`config.mk`:
```
export PLATFORM = sky130hd
export DESIGN_NAME = washer_cycle_sequencer
export DESIGN_NICKNAME = d
export VERILOG_FILES = /design/src/rtl/appliance_pkg.sv /design/src/rtl/phase_timer.sv /design/src/rtl/washer_cycle_sequencer.sv
export SDC_FILE = /design/constraint.sdc
export NUM_CORES = 1
export LEC_CHECK = 0
export ABC_CLOCK_PERIOD_IN_PS = 4600
export CAP_MARGIN = 20
export CORE_MARGIN = 1.5
export CORE_UTILIZATION = 35
export CTS_CLUSTER_DIAMETER = 30
export DETAILED_ROUTE_END_ITERATION = 10
export DONT_BUFFER_PORTS = 1
export PLACE_DENSITY = 0.59
export SYNTH_ARGS = -nofsm -noshare
export SYNTH_HDL_FRONTEND = slang
export SYNTH_SLANG_ARGS = --single-unit
```
`constraint.sdc`:
```
create_clock -name clk -period 4.6 [get_ports clk]
set_clock_uncertainty 0.1 [all_clocks]
set_input_delay 0.69 -clock clk [delete_from_list [all_inputs] [get_ports clk]]
set_output_delay 0.69 -clock clk [all_outputs]
set_load 0.01 [all_outputs]
```
`src/rtl/appliance_pkg.sv`:
```
// -----------------------------------------------------------------------------
// appliance_pkg
// Shared appliance definitions used by the washer cycle sequencer and its
// phase timer: the phase encoding visible on the phase output, counter widths,
// the fixed drain duration used after an abort, and helpers that walk the
// phase order FILL -> WASH -> RINSE -> SPIN while skipping zero-length phases.
// No ports (package).
// -----------------------------------------------------------------------------
package appliance_pkg;

  localparam int DUR_W = 5;  // width of one phase duration
  localparam int REM_W = 8;  // width of the whole-cycle remaining count

  // Encoding is externally visible on the phase output.
  typedef enum logic [2:0] {
    PH_IDLE  = 3'd0,
    PH_FILL  = 3'd1,
    PH_WASH  = 3'd2,
    PH_RINSE = 3'd3,
    PH_SPIN  = 3'd4,
    PH_DRAIN = 3'd5
  } phase_e;

  localparam logic [DUR_W-1:0] DRAIN_TICKS = 5'd2;

  // FILL uses the cloth duration.
  typedef struct packed {
    logic [DUR_W-1:0] cloth;
    logic [DUR_W-1:0] wash;
    logic [DUR_W-1:0] rinse;
    logic [DUR_W-1:0] spin;
  } durations_t;

  // First phase after 'cur' (in the normal order) whose duration is nonzero.
  // Returns PH_IDLE when nothing is left, which marks the end of the cycle.
  function automatic phase_e next_active(phase_e cur, durations_t d);
    logic fill_ok;
    logic wash_ok;
    logic rinse_ok;
    logic spin_ok;
    fill_ok  = (cur == PH_IDLE) && (d.cloth != '0);
    wash_ok  = (cur inside {PH_IDLE, PH_FILL}) && (d.wash != '0);
    rinse_ok = (cur inside {PH_IDLE, PH_FILL, PH_WASH}) && (d.rinse != '0);
    spin_ok  = (cur inside {PH_IDLE, PH_FILL, PH_WASH, PH_RINSE}) && (d.spin != '0);
    if (fill_ok)       return PH_FILL;
    else if (wash_ok)  return PH_WASH;
    else if (rinse_ok) return PH_RINSE;
    else if (spin_ok)  return PH_SPIN;
    else               return PH_IDLE;
  endfunction

  function automatic logic [DUR_W-1:0] duration_of(phase_e ph, durations_t d);
    case (ph)
      PH_FILL:  return d.cloth;
      PH_WASH:  return d.wash;
      PH_RINSE: return d.rinse;
      PH_SPIN:  return d.spin;
      PH_DRAIN: return DRAIN_TICKS;
      default:  return '0;
    endcase
  endfunction

  // Four 5-bit values sum to at most 124, so 8 bits never overflow.
  function automatic logic [REM_W-1:0] sum_durations(durations_t d);
    return REM_W'(d.cloth) + REM_W'(d.wash) + REM_W'(d.rinse) + REM_W'(d.spin);
  endfunction

endpackage

```
`src/rtl/phase_timer.sv`:
```
// -----------------------------------------------------------------------------
// phase_timer
// Loadable down-counter holding the ticks left in the current phase.
// Load has priority over decrement; the counter never wraps below zero.
// Ports:
//   clk, rst_n    clock, asynchronous active-low reset
//   load_i        load load_val_i on the next edge
//   load_val_i    value to load
//   tick_en_i     decrement by one on the next edge (when not loading)
//   count_o       current count
//   zero_o        count is zero
// -----------------------------------------------------------------------------
module phase_timer
  import appliance_pkg::*;
(
  input  logic             clk,
  input  logic             rst_n,
  input  logic             load_i,
  input  logic [DUR_W-1:0] load_val_i,
  input  logic             tick_en_i,
  output logic [DUR_W-1:0] count_o,
  output logic             zero_o
);

  logic [DUR_W-1:0] count_q;
  logic [DUR_W-1:0] count_d;

  always_comb begin
    count_d = count_q;
    if (load_i) begin
      count_d = load_val_i;
    end else if (tick_en_i && (count_q != '0)) begin
      count_d = count_q - 1'b1;
    end
  end

  always_ff @(posedge clk or negedge rst_n) begin
    if (!rst_n) begin
      count_q <= '0;
    end else begin
      count_q <= count_d;
    end
  end

  assign count_o = count_q;
  assign zero_o  = (count_q == '0);

endmodule

```
`src/rtl/washer_cycle_sequencer.sv`:
```
// -----------------------------------------------------------------------------
// washer_cycle_sequencer
// Runs one washing cycle FILL -> WASH -> RINSE -> SPIN from four latched
// durations (in time-base ticks), skipping zero-length phases, with pause and
// abort. Abort diverts into a fixed-length DRAIN and returns to IDLE without
// the completion pulse.
//
// Optional feature: define WASHER_DOOR_LOCK_EN to add the door interlock
// (door_closed input, door_lock output). Without it those ports do not exist.
//
// Ports:
//   clk, rst_n                          clock, asynchronous active-low reset
//   wash_in, rinse_in, spin_in,
//   cloth_in [4:0]                      phase durations (cloth_in -> FILL)
//   tick                                one-cycle time-base strobe
//   start, pause, abort                 level-sampled commands
//   door_closed (option)                door sensor; open while busy = pause
//   phase [2:0]                         current phase (appliance_pkg encoding)
//   remaining [7:0]                     ticks left in the whole cycle
//   water_valve, motor_on, drain_pump   actuator drives
//   busy                                any phase other than IDLE
//   door_lock (option)                  equals busy
//   done                                one-cycle pulse on normal completion
// -----------------------------------------------------------------------------
module washer_cycle_sequencer
  import appliance_pkg::*;
(
  input  logic             clk,
  input  logic             rst_n,
  input  logic [DUR_W-1:0] wash_in,
  input  logic [DUR_W-1:0] rinse_in,
  input  logic [DUR_W-1:0] spin_in,
  input  logic [DUR_W-1:0] cloth_in,
  input  logic             tick,
  input  logic             start,
  input  logic             pause,
  input  logic             abort,
`ifdef WASHER_DOOR_LOCK_EN
  input  logic             door_closed,
  output logic             door_lock,
`endif
  output logic [2:0]       phase,
  output logic [REM_W-1:0] remaining,
  output logic             water_valve,
  output logic             motor_on,
  output logic             drain_pump,
  output logic             busy,
  output logic             done
);

  phase_e           phase_q;
  phase_e           phase_d;
  logic [REM_W-1:0] remaining_q;
  logic [REM_W-1:0] remaining_d;
  durations_t       dur_q;
  durations_t       dur_d;
  logic             done_q;
  logic             done_d;

  durations_t       dur_in;
  phase_e           target_ph;
  logic             busy_w;
  logic             hold;
  logic             start_ok;
  logic             last_tick;

  logic             tmr_load;
  logic [DUR_W-1:0] tmr_val;
  logic             tmr_en;
  logic [DUR_W-1:0] tmr_count;
  logic             tmr_zero;

  assign dur_in = '{cloth: cloth_in, wash: wash_in, rinse: rinse_in, spin: spin_in};
  assign busy_w = (phase_q != PH_IDLE);

`ifdef WASHER_DOOR_LOCK_EN
  // An open door during a cycle behaves exactly like pause.
  assign hold      = pause | (busy_w & ~door_closed);
  assign start_ok  = start & door_closed;
  assign door_lock = busy_w;
`else
  assign hold      = pause;
  assign start_ok  = start;
`endif

  // The tick that takes the phase counter from 1 to 0 is the one that moves
  // the sequencer on; the zero check only guards against a stale counter.
  assign last_tick = tmr_zero || (tmr_count == 5'd1);

  phase_timer u_phase_timer (
    .clk        (clk),
    .rst_n      (rst_n),
    .load_i     (tmr_load),
    .load_val_i (tmr_val),
    .tick_en_i  (tmr_en),
    .count_o    (tmr_count),
    .zero_o     (tmr_zero)
  );

  always_comb begin
    phase_d     = phase_q;
    remaining_d = remaining_q;
    dur_d       = dur_q;
    done_d      = 1'b0;
    tmr_load    = 1'b0;
    tmr_val     = '0;
    tmr_en      = 1'b0;
    target_ph   = PH_IDLE;

    unique case (phase_q)
      PH_IDLE: begin
        // Start uses the live inputs; the latched copy is only valid from the
        // next cycle on.
        if (start_ok && !abort && (dur_in != '0)) begin
          target_ph   = next_active(PH_IDLE, dur_in);
          dur_d       = dur_in;
          phase_d     = target_ph;
          remaining_d = sum_durations(dur_in);
          tmr_load    = 1'b1;
          tmr_val     = duration_of(target_ph, dur_in);
        end
      end

      PH_DRAIN: begin
        // Drain ignores both pause and abort.
        if (tick) begin
          remaining_d = remaining_q - 1'b1;
          if (last_tick) begin
            phase_d     = PH_IDLE;
            remaining_d = '0;
            tmr_load    = 1'b1;
          end else begin
            tmr_en = 1'b1;
          end
        end
      end

      default: begin
        if (abort) begin
          phase_d     = PH_DRAIN;
          remaining_d = REM_W'(DRAIN_TICKS);
          tmr_load    = 1'b1;
          tmr_val     = DRAIN_TICKS;
        end else if (!hold && tick) begin
          remaining_d = remaining_q - 1'b1;
          if (last_tick) begin
            target_ph = next_active(phase_q, dur_q);
            phase_d   = target_ph;
            tmr_load  = 1'b1;
            tmr_val   = duration_of(target_ph, dur_q);
            // Running out of phases is the normal end of the cycle.
            if (target_ph == PH_IDLE) begin
              done_d      = 1'b1;
              remaining_d = '0;
            end
          end else begin
            tmr_en = 1'b1;
          end
        end
      end
    endcase
  end

  always_ff @(posedge clk or negedge rst_n) begin
    if (!rst_n) begin
      phase_q     <= PH_IDLE;
      remaining_q <= '0;
      dur_q       <= '0;
      done_q      <= 1'b0;
    end else begin
      phase_q     <= phase_d;
      remaining_q <= remaining_d;
      dur_q       <= dur_d;
      done_q      <= done_d;
    end
  end

  // Outputs decode straight from the registers, so an asserted reset clears
  // them at once without a clock edge.
  assign phase       = phase_q;
  assign remaining   = remaining_q;
  assign busy        = busy_w;
  assign done        = done_q;
  assign water_valve = ((phase_q == PH_FILL) || (phase_q == PH_RINSE)) && !hold;
  assign motor_on    = ((phase_q == PH_WASH) || (phase_q == PH_RINSE) ||
                        (phase_q == PH_SPIN)) && !hold;
  assign drain_pump  = (phase_q == PH_SPIN) || (phase_q == PH_DRAIN);

endmodule

```
==> results.ini <==
[run_status]
status = finished clean

[cells_and_area]
final_common_cell = dfrtp_1
fin_nets = 352
antennaDiodeCount = 0
most-common-layout-cells = 37 x dfrtp_1, 29 x o21ai_0, 21 x nor2_1
drive_above_1_share = 0.1299
area.growth.synth_to_final_pct = 8.403
nFillCells = 787

[die]
dieArea_um2 = 8720
core_area_um2 = 7807
die_y_um = 93.38
start_util = 0.3662
die_width_um = 93.38
num_rows = 32
io_pins = 42

[timing]
rsz0062_at_grt = false
hold_viol = 0
fin_crit_sh = 0.6871
setup_viol = 0
maxSlewViolCount = 0
max_slew_margin = 0.5256
tightest_slew_ps = 711.5
finalSetupTns_ps = 0
finalCriticalPeriod_ps = 3161
max_freq_mhz = 316.4
whs_ps = 124.3

[cts]
holdBufCountCts = 1
cts_resized = 0
clkSinkCount = 37
clock_latency_ps = 300
post_cts_buffers = 0
cts_max_path_buffers = 2
htree_levels = 2
clk_pin_slew_ps = 90
cts_tree = done
root_buffer = clkbuf_8
numCtsBuffers = 5

[placement]
dp.final_hpwl_um = 6029
port_buffers = 0
routabilityCongestion = 0.8437

[grt]
grt_pass1_wl_um = 13030
grt_pass1_vias = 2409
antenna_found_initial = 0
grt.total_usage = 0.1930
grt.overflow.total = 0
grt_start_max_net_pins = 38

[setup_path]
slowest_stage = a221oi_4
crit_chain = inv_1 > ha_1 > nor2_1 > nor4_2 > nand3b_1 > a221oi_4 > or2_1 > mux2_1
arrival_ps = 3240
worstPathRequired_ps = 4680
end_kind = register
slowest_delay_ps = 640
reg2regPathDepth = 8
critPathLaunchType = register
critPathBufInv = 1
crit_type = register to register
worstPathMaxFanout = 15
cp_top_family = simple AND/OR/NAND/NOR gates
worst-path-stages = 8

[detailed_routing]
drcViolationCount = 0
drt-vias-per-instance = 5.973
ant_nets = 0
num_vias = 2449
routedWlPerCell_um = 19.47
first_pass_iters = 4
drtIter0Drc = 223
wl_um = 7982

[logic_synthesis]
synth-edff-count = 0
synth_seq_area_share = 0.3239
ys.flop_type = dfrtp_1
synth_area_um2 = 2859
synthMuxAreaShare = 0.07396
avgSynthCellArea_um2 = 9.223
synth_fa_ha_area_frac = 0.1094
yosys.area_share.simple = 0.1768
synth_top_family_by_area = compound AO/OA/AOI/OAI gates
synth_xor_area_frac = 0.01532
async_reset_ff_frac = 1.000
synth-seq-cells = 37
synth_compound_area_frac = 0.2556
ys_types = 59
yosysWarnings = 0
synth_cells = 310
syn-num-nets = 355

[power_and_ir_drop]
max-vdd-ir-drop_mv = 0.2244
p_leak_nw = 1.209
cellPowerDensity_nw_per_um2 = 734.6

[flow_run]
cap_viol_max_count = 0

[worst_hold_path]
min_path_type = primary input to asynchronous set/reset pin

-- per-stage QoR --
step | cell area [um2] | cells | setup slack, ps | total power (W) | utilization
3_5_place_dp | 2945 | 401 | 1241 | 0.001911 | 0.3772
5_1_grt | 3099 | 410 | 1227 | 0.002452 | 0.3970
4_1_cts | 3099 | 410 | 1470 | 0.002274 | 0.3970
2_1_floorplan | 2859 | 310 | 1365 | 0.001647 | -
6_report | 3099 | 410 | 1439 | 0.002277 | 0.3970
3_3_place_gp | 2945 | 401 | 1257 | 0.001903 | 0.3772
-- power breakdown --
| part | internal [W] | switching, W | leakage (nW) |
|---|---|---|---|
| registers | 0.000483 | 0.000234 | 0.459 |
| logic | 0.000517 | 0.000697 | 0.682 |
| clock network | 0.000216 | 0.000130 | 0.0681 |
-- worst register-to-register path: cells and delay by family (launching register included) --
family / cells / cell delay [ps]
flops: 1 / 400
compound gates: 1 / 640
mux: 1 / 350
fa+ha+maj: 1 / 170
buf+inv: 1 / 100
simple gates: 4 / 1280
-- per-layer routing --
layer	GRT usage	wire length [um]	vias to the layer above
li1	-	-	1159
met1	0.2632	3570	1202
met2	0.3056	3759	79
met3	0.04472	551	9
met4	0.05303	101	0
met5	0	0	-
-- kinds of logic (layout without fill, tap and decap cells) --
logic type      Yosys count  count (layout)
buf+inv                  30              28
fa+ha+maj                19              19
simple gates             93              93
mux                      19              19
flops                    37              37
xor+xnor                  5               5
compound gates          107             107
-- synthesized netlist by cell type, types with 3 or more instances --
cell / instances / area share
nor2_1: 21 / 0.028
clkbuf_1: 6 / 0.0079
o32ai_1: 3 / 0.0092
nand2b_1: 6 / 0.013
nor3_1: 8 / 0.014
or2_2: 3 / 0.0066
or3_1: 4 / 0.0088
o211ai_1: 3 / 0.0079
nor4_1: 6 / 0.013
a21o_1: 4 / 0.011
o21ai_0: 29 / 0.051
ha_1: 9 / 0.039
o22ai_1: 9 / 0.020
xor2_1: 3 / 0.0092
or4_1: 5 / 0.013
mux2_2: 16 / 0.063
dfrtp_1: 37 / 0.32
a22o_1: 5 / 0.015
a31oi_1: 7 / 0.015
nand3_1: 3 / 0.0053
o21a_1: 5 / 0.013
nand2_1: 19 / 0.025
nor2b_1: 3 / 0.0066
fa_1: 10 / 0.070
inv_1: 16 / 0.021
a21oi_1: 19 / 0.033
a22oi_1: 3 / 0.0079
buf_2: 7 / 0.012
-- registers in the layout, indices dropped and copies added (netlist names) --
signal / flops
u_phase_timer.count_o: 5
remaining: 8
dur_q: 20
phase: 3
done: 1
-- final timing paths --
path | startpoint | endpoint | slack [ps]
min in group clk | cloth_in[1] | dur_q[16] | 400
worst max-delay path | u_phase_timer.count_o[0] | remaining[1] | 1440
worst min-delay path | rst_n | done | 120
max in group asynchronous | rst_n | dur_q[15] | 4080
worst min register to register | dur_q[17] | dur_q[17] | 440
worst max register to register | u_phase_timer.count_o[0] | remaining[1] | 1440
-- final cells by class --
cell class / count / area [um2] / share of cell area
repair buffers: 4 / 42.54 / 0.01373
well taps: 102 / 127.6 / 0.04118
multi-input cells: 243 / 1809 / 0.5838
clock inverters: 3 / 65.06 / 0.02099
inverters: 16 / 60.06 / 0.01938
flip-flops and latches: 37 / 925.9 / 0.2987
clock buffers: 5 / 68.82 / 0.02220
No activity file was read; power rests on OpenSTA's default activity.
